[config.mk]
export PLATFORM = sky130hd
export DESIGN_NAME = wb_stream_wr
export DESIGN_NICKNAME = d
export VERILOG_FILES = /design/src/rtl/wb_stream_wr.sv
export SDC_FILE = /design/constraint.sdc
export NUM_CORES = 1
export LEC_CHECK = 0
export BUFFER_PORTS_ARGS = -buffer_cell sky130_fd_sc_hd__buf_2
export CORE_AREA = 2 2 125 127
export CTS_CLUSTER_DIAMETER = 80
export DETAILED_ROUTE_END_ITERATION = 8
export DIE_AREA = 0 0 127 129
export GPL_ROUTABILITY_DRIVEN = 0
export HOLD_SLACK_MARGIN = 0.05
export PLACE_DENSITY = 0.8
export SYNTH_ARGS = -nofsm -noshare
export SYNTH_HDL_FRONTEND = slang
export SYNTH_SLANG_ARGS = --single-unit
[constraint.sdc]
create_clock -name clk -period 3.6 [get_ports clk]
set_clock_uncertainty 0.1 [all_clocks]
set_input_delay 0.72 -clock clk [delete_from_list [all_inputs] [get_ports clk]]
set_output_delay 0.72 -clock clk [all_outputs]
set_load 0.03 [all_outputs]
[src/rtl/wb_stream_wr.sv]
// Wishbone write-master: drains a valid/ready word stream into consecutive word
// addresses, one single-word write per beat, and reports completion, short end or bus error.
module wb_stream_wr #(
    parameter int DATA_WIDTH   = 32,
    parameter int ADDR_WIDTH   = 32,
    parameter int SELECT_WIDTH = 4,
    parameter int LEN_WIDTH    = 16,
    parameter int TIMEOUT      = 255
) (
    input  logic                    clk,
    input  logic                    rst_n,
    input  logic [ADDR_WIDTH-1:0]   cmd_addr,
    input  logic [LEN_WIDTH-1:0]    cmd_len,
    input  logic                    cmd_valid,
    output logic                    cmd_ready,
    input  logic [DATA_WIDTH-1:0]   s_data,
    input  logic                    s_valid,
    output logic                    s_ready,
    input  logic                    s_last,
    output logic [ADDR_WIDTH-1:0]   m_adr_o,
    output logic [DATA_WIDTH-1:0]   m_dat_o,
    output logic                    m_we_o,
    output logic [SELECT_WIDTH-1:0] m_sel_o,
    output logic                    m_stb_o,
    output logic                    m_cyc_o,
    input  logic                    m_ack_i,
    input  logic                    m_err_i,
    output logic                    busy,
    output logic                    done,
    output logic                    status_short,
    output logic                    status_err,
    output logic [LEN_WIDTH-1:0]    word_count
);

    localparam int TMO_W = (TIMEOUT > 1) ? $clog2(TIMEOUT) : 1;
    localparam logic [TMO_W-1:0] TMO_LAST = TMO_W'((TIMEOUT > 0) ? TIMEOUT - 1 : 0);
    localparam logic [ADDR_WIDTH-1:0] ADDR_STEP  = ADDR_WIDTH'(SELECT_WIDTH);
    localparam logic [ADDR_WIDTH-1:0] ALIGN_MASK = ~(ADDR_STEP - ADDR_WIDTH'(1));

    typedef enum logic [1:0] {IDLE, RUN, FLUSH, FIN} state_t;

    state_t                 state;
    state_t                 state_n;
    logic [LEN_WIDTH-1:0]   len_q;
    logic [LEN_WIDTH-1:0]   issued;
    logic [LEN_WIDTH-1:0]   issued_inc;
    logic [ADDR_WIDTH-1:0]  issue_addr;
    logic                   last_seen;
    logic                   short_flag;
    logic                   err_flag;
    logic [TMO_W-1:0]       tmo_cnt;

    logic cmd_fire;
    logic bus_ack;
    logic bus_err;
    logic tmo_hit;
    logic abort;
    logic room;
    logic beat;

    assign cmd_fire   = (state == IDLE) && cmd_ready && cmd_valid;
    assign bus_ack    = m_stb_o && m_ack_i && !m_err_i;
    assign bus_err    = m_stb_o && m_err_i;
    assign tmo_hit    = (TIMEOUT != 0) && m_stb_o && !m_ack_i && !m_err_i && (tmo_cnt == TMO_LAST);
    assign abort      = bus_err || tmo_hit;
    assign room       = (issued < len_q) && !last_seen;
    assign issued_inc = issued + LEN_WIDTH'(1);
    assign beat       = s_valid && s_ready;

    assign status_short = done && short_flag;
    assign status_err   = done && err_flag;

    // A beat may ride on the ack of the previous word so the strobe never drops;
    // an erroring or timed-out word must not admit a new beat.
    always_comb begin
        s_ready = 1'b0;
        case (state)
            RUN:     s_ready = room && (!m_stb_o || bus_ack);
            FLUSH:   s_ready = room;
            default: s_ready = 1'b0;
        endcase
    end

    always_comb begin
        state_n = state;
        case (state)
            IDLE: begin
                if (cmd_fire) begin
                    state_n = (cmd_len == '0) ? FIN : RUN;
                end
            end
            RUN: begin
                if (abort) begin
                    state_n = room ? FLUSH : FIN;
                end else if (bus_ack && !beat && !room) begin
                    state_n = FIN;
                end
            end
            FLUSH: begin
                if (!room) begin
                    state_n = FIN;
                end else if (beat && (s_last || (issued_inc == len_q))) begin
                    state_n = FIN;
                end
            end
            FIN:     state_n = IDLE;
            default: state_n = IDLE;
        endcase
    end

    always_ff @(posedge clk or negedge rst_n) begin
        if (!rst_n) begin
            state <= IDLE;
        end else begin
            state <= state_n;
        end
    end

    always_ff @(posedge clk or negedge rst_n) begin
        if (!rst_n) begin
            cmd_ready  <= 1'b0;
            busy       <= 1'b0;
            done       <= 1'b0;
            len_q      <= '0;
            issued     <= '0;
            issue_addr <= '0;
            last_seen  <= 1'b0;
            short_flag <= 1'b0;
            err_flag   <= 1'b0;
            tmo_cnt    <= '0;
            word_count <= '0;
            m_adr_o    <= '0;
            m_dat_o    <= '0;
            m_we_o     <= 1'b0;
            m_sel_o    <= '0;
            m_stb_o    <= 1'b0;
            m_cyc_o    <= 1'b0;
        end else begin
            cmd_ready <= (state_n == IDLE);
            busy      <= (state_n != IDLE);
            done      <= (state_n == FIN);

            if (cmd_fire) begin
                len_q      <= cmd_len;
                issue_addr <= cmd_addr & ALIGN_MASK;
                issued     <= '0;
                word_count <= '0;
                last_seen  <= 1'b0;
                short_flag <= 1'b0;
                err_flag   <= 1'b0;
            end

            if (beat) begin
                issued <= issued_inc;
                if (s_last) begin
                    last_seen  <= 1'b1;
                    short_flag <= (issued_inc != len_q);
                end
            end

            // issue_addr runs one word ahead of the bus; with a single outstanding
            // write this matches advancing the address on each ack.
            if ((state == RUN) && beat) begin
                m_adr_o    <= issue_addr;
                m_dat_o    <= s_data;
                issue_addr <= issue_addr + ADDR_STEP;
                m_we_o     <= 1'b1;
                m_sel_o    <= '1;
                m_stb_o    <= 1'b1;
                m_cyc_o    <= 1'b1;
                tmo_cnt    <= '0;
            end else if (bus_ack || abort) begin
                m_we_o  <= 1'b0;
                m_sel_o <= '0;
                m_stb_o <= 1'b0;
                m_cyc_o <= 1'b0;
            end else if (m_stb_o) begin
                tmo_cnt <= tmo_cnt + TMO_W'(1);
            end

            if (bus_ack) begin
                word_count <= word_count + LEN_WIDTH'(1);
            end
            if (abort) begin
                err_flag <= 1'b1;
            end
        end
    end

endmodule

==> results of run 1 <==
## kinds of logic (layout without fill, tap and decap cells)
kind of cell / Yosys count / count (layout) / synth area share, %
multiplexers: 8 / 8 / 0.983
adder cells (fa/ha/maj): 24 / 24 / 3.68
AO/OA/AOI/OAI: 179 / 179 / 13.9
buffers and inverters: 83 / 254 / 5.00
other: 1 / 2 / 0.0460
AND/OR/NAND/NOR: 461 / 461 / 25.3
flip-flops: 157 / 157 / 48.2
XOR/XNOR: 27 / 27 / 2.90
## cell usage in the layout, fill, tap and decap left out, types with 7 or more instances in the layout
cell type,synthesis,final
a211oi_1,10,10
a21oi_1,41,41
a311oi_1,9,9
and2_1,7,7
and3_1,19,19
buf_2,11,174
buf_4,20,14
clkbuf_16,0,17
dfrtp_1,157,156
ha_1,24,24
inv_1,32,32
mux2i_1,8,8
nand2_1,266,266
nand3_1,27,27
nand4_1,22,22
nor2_1,69,69
nor3_1,9,9
nor4_1,9,9
o21ai_0,66,66
xnor2_1,12,12
xor2_1,15,15
## cell type report
| class | instances | area share (%) |
|---|---|---|
| sequential | 157 | 40.6 |
| multi-input combinational | 701 | 39.5 |
| clock inverter | 13 | 1.24 |
| inverter | 32 | 1.24 |
| clock buffer | 18 | 4.43 |
| tap | 188 | 2.43 |
| timing repair buffer | 191 | 10.6 |
## final timing paths
kind	startpoint	to	slack, ns	cells after the start
setup reg to reg	issued[15]	issue_addr[2]	0.48	9
min in group clk	m_adr_o[31]	m_adr_o[31]	0.37	2
hold / removal	rst_n	len_q[9]	0.25	1
setup / recovery	issued[15]	s_ready	0.17	7
max in group asynchronous	rst_n	issued[9]	2.46	2
hold reg to reg	m_adr_o[31]	m_adr_o[31]	0.37	2
## flip-flops by register name, indices dropped and copies added (netlist names)
| register | count |
|---|---|
| busy | 1 |
| cmd_ready | 1 |
| done | 1 |
| err_flag | 1 |
| issue_addr | 30 |
| issued | 16 |
| last_seen | 1 |
| len_q | 16 |
| m_adr_o | 30 |
| m_dat_o | 32 |
| m_sel_o | 1 |
| short_flag | 1 |
| state | 2 |
| tmo_cnt | 8 |
| word_count | 16 |
## through the flow
stage | hold slack [ns] | util (%)
finish | 0.254 | 64.7
global route | 0.324 | 64.7
CTS | 0.278 | 64.6
detailed placement | 0.357 | 61.0
global placement | 0.353 | 61.0
floorplan | 0.324 | -
## power by group through the flow
stage	registers [mW]	clock network, mW	logic, mW
after global routing	2.94	1.79	3.25
final	2.86	1.67	2.93
after CTS	2.86	1.71	2.94
after detailed placement	2.88	0	2.91
after floorplan	3.42	0	1.48
after global placement	2.85	0	2.84
## per-layer routing
metal / track usage [%] / up-vias
li1: - / 3541
met1: 34.4 / 3434
met2: 39.2 / 301
met3: 4.12 / 46
met4: 10.6 / 0
met5: 0 / -
## timing repair
action                                  4_1_cts  5_1_grt
endpoints found under the setup margin        0        1
setup buffers                                 0        1
endpoints found under the hold margin         0        0
resized for setup                             0        1
==> impl_metrics.env, run 1 <==
export IMPL_cp_required_ns=2.78
export IMPL_wl_per_cell_um=15.4
export IMPL_p_leak_nw=4.94
export IMPL_critPathTopFamily="compound AO/OA/AOI/OAI gates"
export IMPL_io_buffers=175
export IMPL_yosysTopAreaCell="dfrtp_1"
export IMPL_wl_met3_mm=1.20
export IMPL_slowest_delay_ns=0.48
export IMPL_tightest_slew_ns=0.823
export IMPL_seqPwrFrac_pct=38.3
export IMPL_hpwl_mm=14.2
export IMPL_dp_cells=1268
export IMPL_antenna_cells=0
export IMPL_numCtsBuffers=17
export IMPL_finalNonFillerCells=1300
export IMPL_crit_path_start_kind="flip-flop"
export IMPL_route_met2_wl_mm=9.40
export IMPL_routed_top_layer="met4"
export IMPL_intPower_mw=4.31
export IMPL_yosys_top_cells_count="nand2_1 (266), dfrtp_1 (157), nor2_1 (69)"
export IMPL_drt_iter0_markers=630
export IMPL_synthToLayoutAreaGrowth_pct=18.9
export IMPL_routed_wl_mm=20.1
export IMPL_fp_row_count=45
export IMPL_fin_ws_ns=0.169
export IMPL_overflow=0
export IMPL_power_density_nw_per_um2=770
export IMPL_design_die_area_um2=16400
export IMPL_grt_pass1_vias=6774
export IMPL_ctsHoldBuffers=0
export IMPL_slew_viol_final=0
export IMPL_relSlewSlack_pct=44.9
export IMPL_via_count=7322
export IMPL_grt_max_degree=83
export IMPL_p_total_mw=7.46
export IMPL_drt_first_pass_iters=5
export IMPL_dieWidth_um=127
export IMPL_syn_area_um2=8150
export IMPL_critical_path_class="flip-flop to primary output"
export IMPL_n_fill_cell=1280
export IMPL_synth_main_ff_cell="dfrtp_1"
export IMPL_ys_ff_latch=157
export IMPL_drive_gt1_share_pct=21.8
export IMPL_cp_max_fo=4
export IMPL_yosysTopAreaCellShare_pct=48.2
export IMPL_switching_share_pct=42.3
export IMPL_ios=180
export IMPL_maxCapViolCount=0
export IMPL_netlist_instances=940
export IMPL_post_route_period_util_pct=95.3
export IMPL_yosysUniqueCellTypes=61
export IMPL_worst_path_max_delay_cell="a2111o_1"
export IMPL_pwr_share_clk_pct=22.4
export IMPL_clockBufferDepth=2
export IMPL_drc=0
export IMPL_fin_nets=1211
export IMPL_placed_cell_area_um2=9130
export IMPL_synth_edf_count=0
export IMPL_finalCriticalPeriod_ns=3.43
export IMPL_crit_buf_inv=1
export IMPL_vdd_drop_max_v=0.000450
export IMPL_htreeDepth=4
export IMPL_track_usage_pct=24.9
export IMPL_ant_nets=0
export IMPL_arrival_ns=2.61
export IMPL_seq_area_um2=3930
export IMPL_clkLatencyLatePin_ns=0.42
export IMPL_cts_tree="done"
export IMPL_dp_slack_ns=0.482
export IMPL_multi_input_comb_area_um2=3830
export IMPL_avgSynthCellArea_um2=8.67
export IMPL_hp_class="primary input to async pin"
export IMPL_setup_viol=0
export IMPL_dieHeight_um=129
export IMPL_synth_area_leaders="dfrtp_1 (48%), nand2_1 (12%), o21ai_0 (4.1%)"
export IMPL_rsz0062_at_grt="false"
export IMPL_hold_viol_final=0
export IMPL_grt_pass1_wl_mm=32.8
export IMPL_synth_most_common_cell="nand2_1"
export IMPL_switching_power_mw=3.16
export IMPL_yosys_warnings=0
export IMPL_coreArea_um2=15000
export IMPL_path_cells="ha_1 > a2111o_1 > a2bb2oi_1 > o31ai_4 > and3_1 > o211a_1 > buf_2"
export IMPL_cts_root_buf="clkbuf_16"
export IMPL_synth_async_reset_ratio_pct=100
export IMPL_start_util_pct=54.4
export IMPL_status="finished clean"
export IMPL_synth_yosys_seq_area_share_pct=48.2
export IMPL_grt_antenna_before_repair=0
export IMPL_comb_power_share_pct=39.3
export IMPL_finalSetupTns_ns=0
export IMPL_viasPerCell=5.63
export IMPL_clk_pin_slew_ns=0.06
export IMPL_end_kind="primary output"
export IMPL_max_freq_ghz=0.291
export IMPL_design_area_um2=9690
export IMPL_wl_met1_mm=8.94
export IMPL_cts_sinks=157
Note: power is estimated with default switching activity, not from simulation.
==> run 2, diff against run 1 <==
--- a/config.mk
+++ b/config.mk
@@ -6,13 +6,13 @@
 export NUM_CORES = 1
 export LEC_CHECK = 0
 export BUFFER_PORTS_ARGS = -buffer_cell sky130_fd_sc_hd__buf_2
-export CORE_AREA = 2 2 125 127
+export CORE_AREA = 2 2 96 167
 export CTS_CLUSTER_DIAMETER = 80
 export DETAILED_ROUTE_END_ITERATION = 8
-export DIE_AREA = 0 0 127 129
+export DIE_AREA = 0 0 98 169
 export GPL_ROUTABILITY_DRIVEN = 0
 export HOLD_SLACK_MARGIN = 0.05
-export PLACE_DENSITY = 0.8
+export PLACE_DENSITY = 0.79
 export SYNTH_ARGS = -nofsm -noshare
 export SYNTH_HDL_FRONTEND = slang
 export SYNTH_SLANG_ARGS = --single-unit
==> run 2 against run 1 <==
  * Design area grew 0.22%
  * Clock-buffer cell count shrank 1
  * Utilization shrank 0.98 points
  * Worst setup slack lost 0.036 ns
  * Sequential share of layout area shrank 0.10 points
  * Critical path depth shrank 1
  * Largest power group unchanged
  * First-iteration DRC count shrank 51%
==> impl_metrics.env, run 2 (synthesis gave the netlist of run 1 again) <==
export IMPL_final_cell_mix="nand2_1 (266), buf_2 (174), dfrtp_1 (157), nor2_1 (69), o21ai_0 (66)"
export IMPL_clk_pin_slew_ns=0.07
export IMPL_slowest_delay_ns=0.47
export IMPL_ctsHoldBuffers=0
export IMPL_via_count=7347
export IMPL_track_usage_pct=24.8
export IMPL_ctsResizeCount=0
export IMPL_grt_max_degree=110
export IMPL_end_kind="primary output"
export IMPL_power_density_nw_per_um2=775
export IMPL_ant_nets=0
export IMPL_wl_per_cell_um=15.6
export IMPL_numCtsBuffers=17
export IMPL_p_leak_nw=4.95
export IMPL_largest_register="m_dat_o"
export IMPL_setup_viol=0
export IMPL_finalCriticalPeriod_ns=3.47
export IMPL_arrival_ns=2.65
export IMPL_grt_pass1_wl_mm=33.8
export IMPL_fp_row_count=60
export IMPL_drive_gt1_share_pct=21.7
export IMPL_antenna_cells=0
export IMPL_rsz0062_at_grt="false"
export IMPL_final_common_cell="nand2_1"
export IMPL_slew_viol_final=0
export IMPL_fin_nets=1209
export IMPL_synthToLayoutAreaGrowth_pct=19.2
export IMPL_drt_iter0_markers=310
export IMPL_overflow=0
export IMPL_maxCapViolCount=0
export IMPL_cts_tree="done"
export IMPL_largest_reg_flops=32
export IMPL_drt_first_pass_iters=4
export IMPL_relSlewSlack_pct=49.6
export IMPL_hpwl_mm=14.4
export IMPL_viasPerCell=5.66
export IMPL_post_route_period_util_pct=96.3
export IMPL_largestRegisters="m_dat_o: 32 flops, issue_addr: 30 flops, m_adr_o: 30 flops"
export IMPL_tightest_slew_ns=0.755
export IMPL_grt_pass1_vias=7139
export IMPL_post_cts_setup_buffer_count=0
export IMPL_ios=180
export IMPL_finalSetupTns_ns=0
export IMPL_finalHoldWorstSlack_ns=0.228
export IMPL_start_util_pct=53.5
export IMPL_clkLatencyLatePin_ns=0.42
export IMPL_crit_buf_inv=1
export IMPL_worst_path_max_delay_cell="a2111o_1"
export IMPL_hold_viol_final=0
export IMPL_dieHeight_um=169
export IMPL_cts_sinks=157
export IMPL_dieWidth_um=98
export IMPL_hp_class="primary input to async pin"
export IMPL_design_die_area_um2=16600
export IMPL_coreArea_um2=15200
export IMPL_crit_path_start_kind="flip-flop"
export IMPL_vdd_drop_max_v=0.000487
export IMPL_status="finished clean"
export IMPL_io_buffers=175
export IMPL_critical_path_class="flip-flop to primary output"
export IMPL_max_freq_ghz=0.288
export IMPL_htreeDepth=4
export IMPL_routed_wl_mm=20.3
export IMPL_critPathTopFamily="compound AO/OA/AOI/OAI gates"
export IMPL_clockBufferDepth=2
export IMPL_drc=0
export IMPL_path_cells="ha_1 > a2111o_1 > o31ai_4 > and3_1 > o211a_1 > buf_2"
export IMPL_cp_max_fo=5
export IMPL_grt_antenna_before_repair=0
export IMPL_cp_required_ns=2.78
export IMPL_cts_root_buf="clkbuf_16"
## run 2: cell count changes in the layout (fill, tap and decap cells not counted), sizes merged
cell	previous run	this run
buf	191	189
bufinv	1	0
clkbuf	18	17
clkinv	7	4
clkinvlp	3	2
inv	34	41
## run 2: power by group
part / leakage [nW] / internal [mW] / switching, mW
sequential: 2.00 / 2.38 / 0.468
combinational: 2.67 / 0.967 / 1.94
clock: 0.283 / 0.934 / 0.834
total: 4.95 / 4.28 / 3.25
## run 2: cell type report
type / instances / area (um2)
Clock inverter: 15 / 164
Clock buffer: 17 / 425
Timing Repair Buffer: 189 / 1010
Fill cell: 1324 / 5530
Tap cell: 186 / 233
Inverter: 32 / 120
Sequential cell: 157 / 3930
Multi-Input combinational cell: 701 / 3830
## run 2: worst paths after layout
kind                            cells past startpoint  slack (ns)             end        start
worst max-delay path                                6        0.13         s_ready   issued[15]
worst min-delay path                                1        0.23  word_count[10]        rst_n
worst max register to register                      8        0.58  issue_addr[10]   issued[15]
worst min register to register                      2        0.37     m_dat_o[23]  m_dat_o[23]
max in group asynchronous                           2        2.36     m_adr_o[25]        rst_n
min in group clk                                    2        0.37     m_dat_o[23]  m_dat_o[23]
## run 2: through the flow
stage          area [um2]  instances  total power, mW  setup slack, ns  utilization, %
2_1_floorplan        8150        941             4.90            0.822               -
3_3_place_gp         9120       1265             5.68            0.610            59.9
3_5_place_dp         9120       1265             5.77            0.581            59.9
4_1_cts              9710       1297             7.58            0.128            63.7
5_1_grt              9710       1297             8.04           0.0454            63.7
6_report             9710       1297             7.53            0.133            63.7
## run 2: routing by layer
layer	vias to the layer above	wire length (um)	track usage (%)
met5	-	0	0
met4	0	683	11.6
met3	49	936	3.72
met2	251	10700	44.4
met1	3517	7940	29.1
li1	3530	-	-
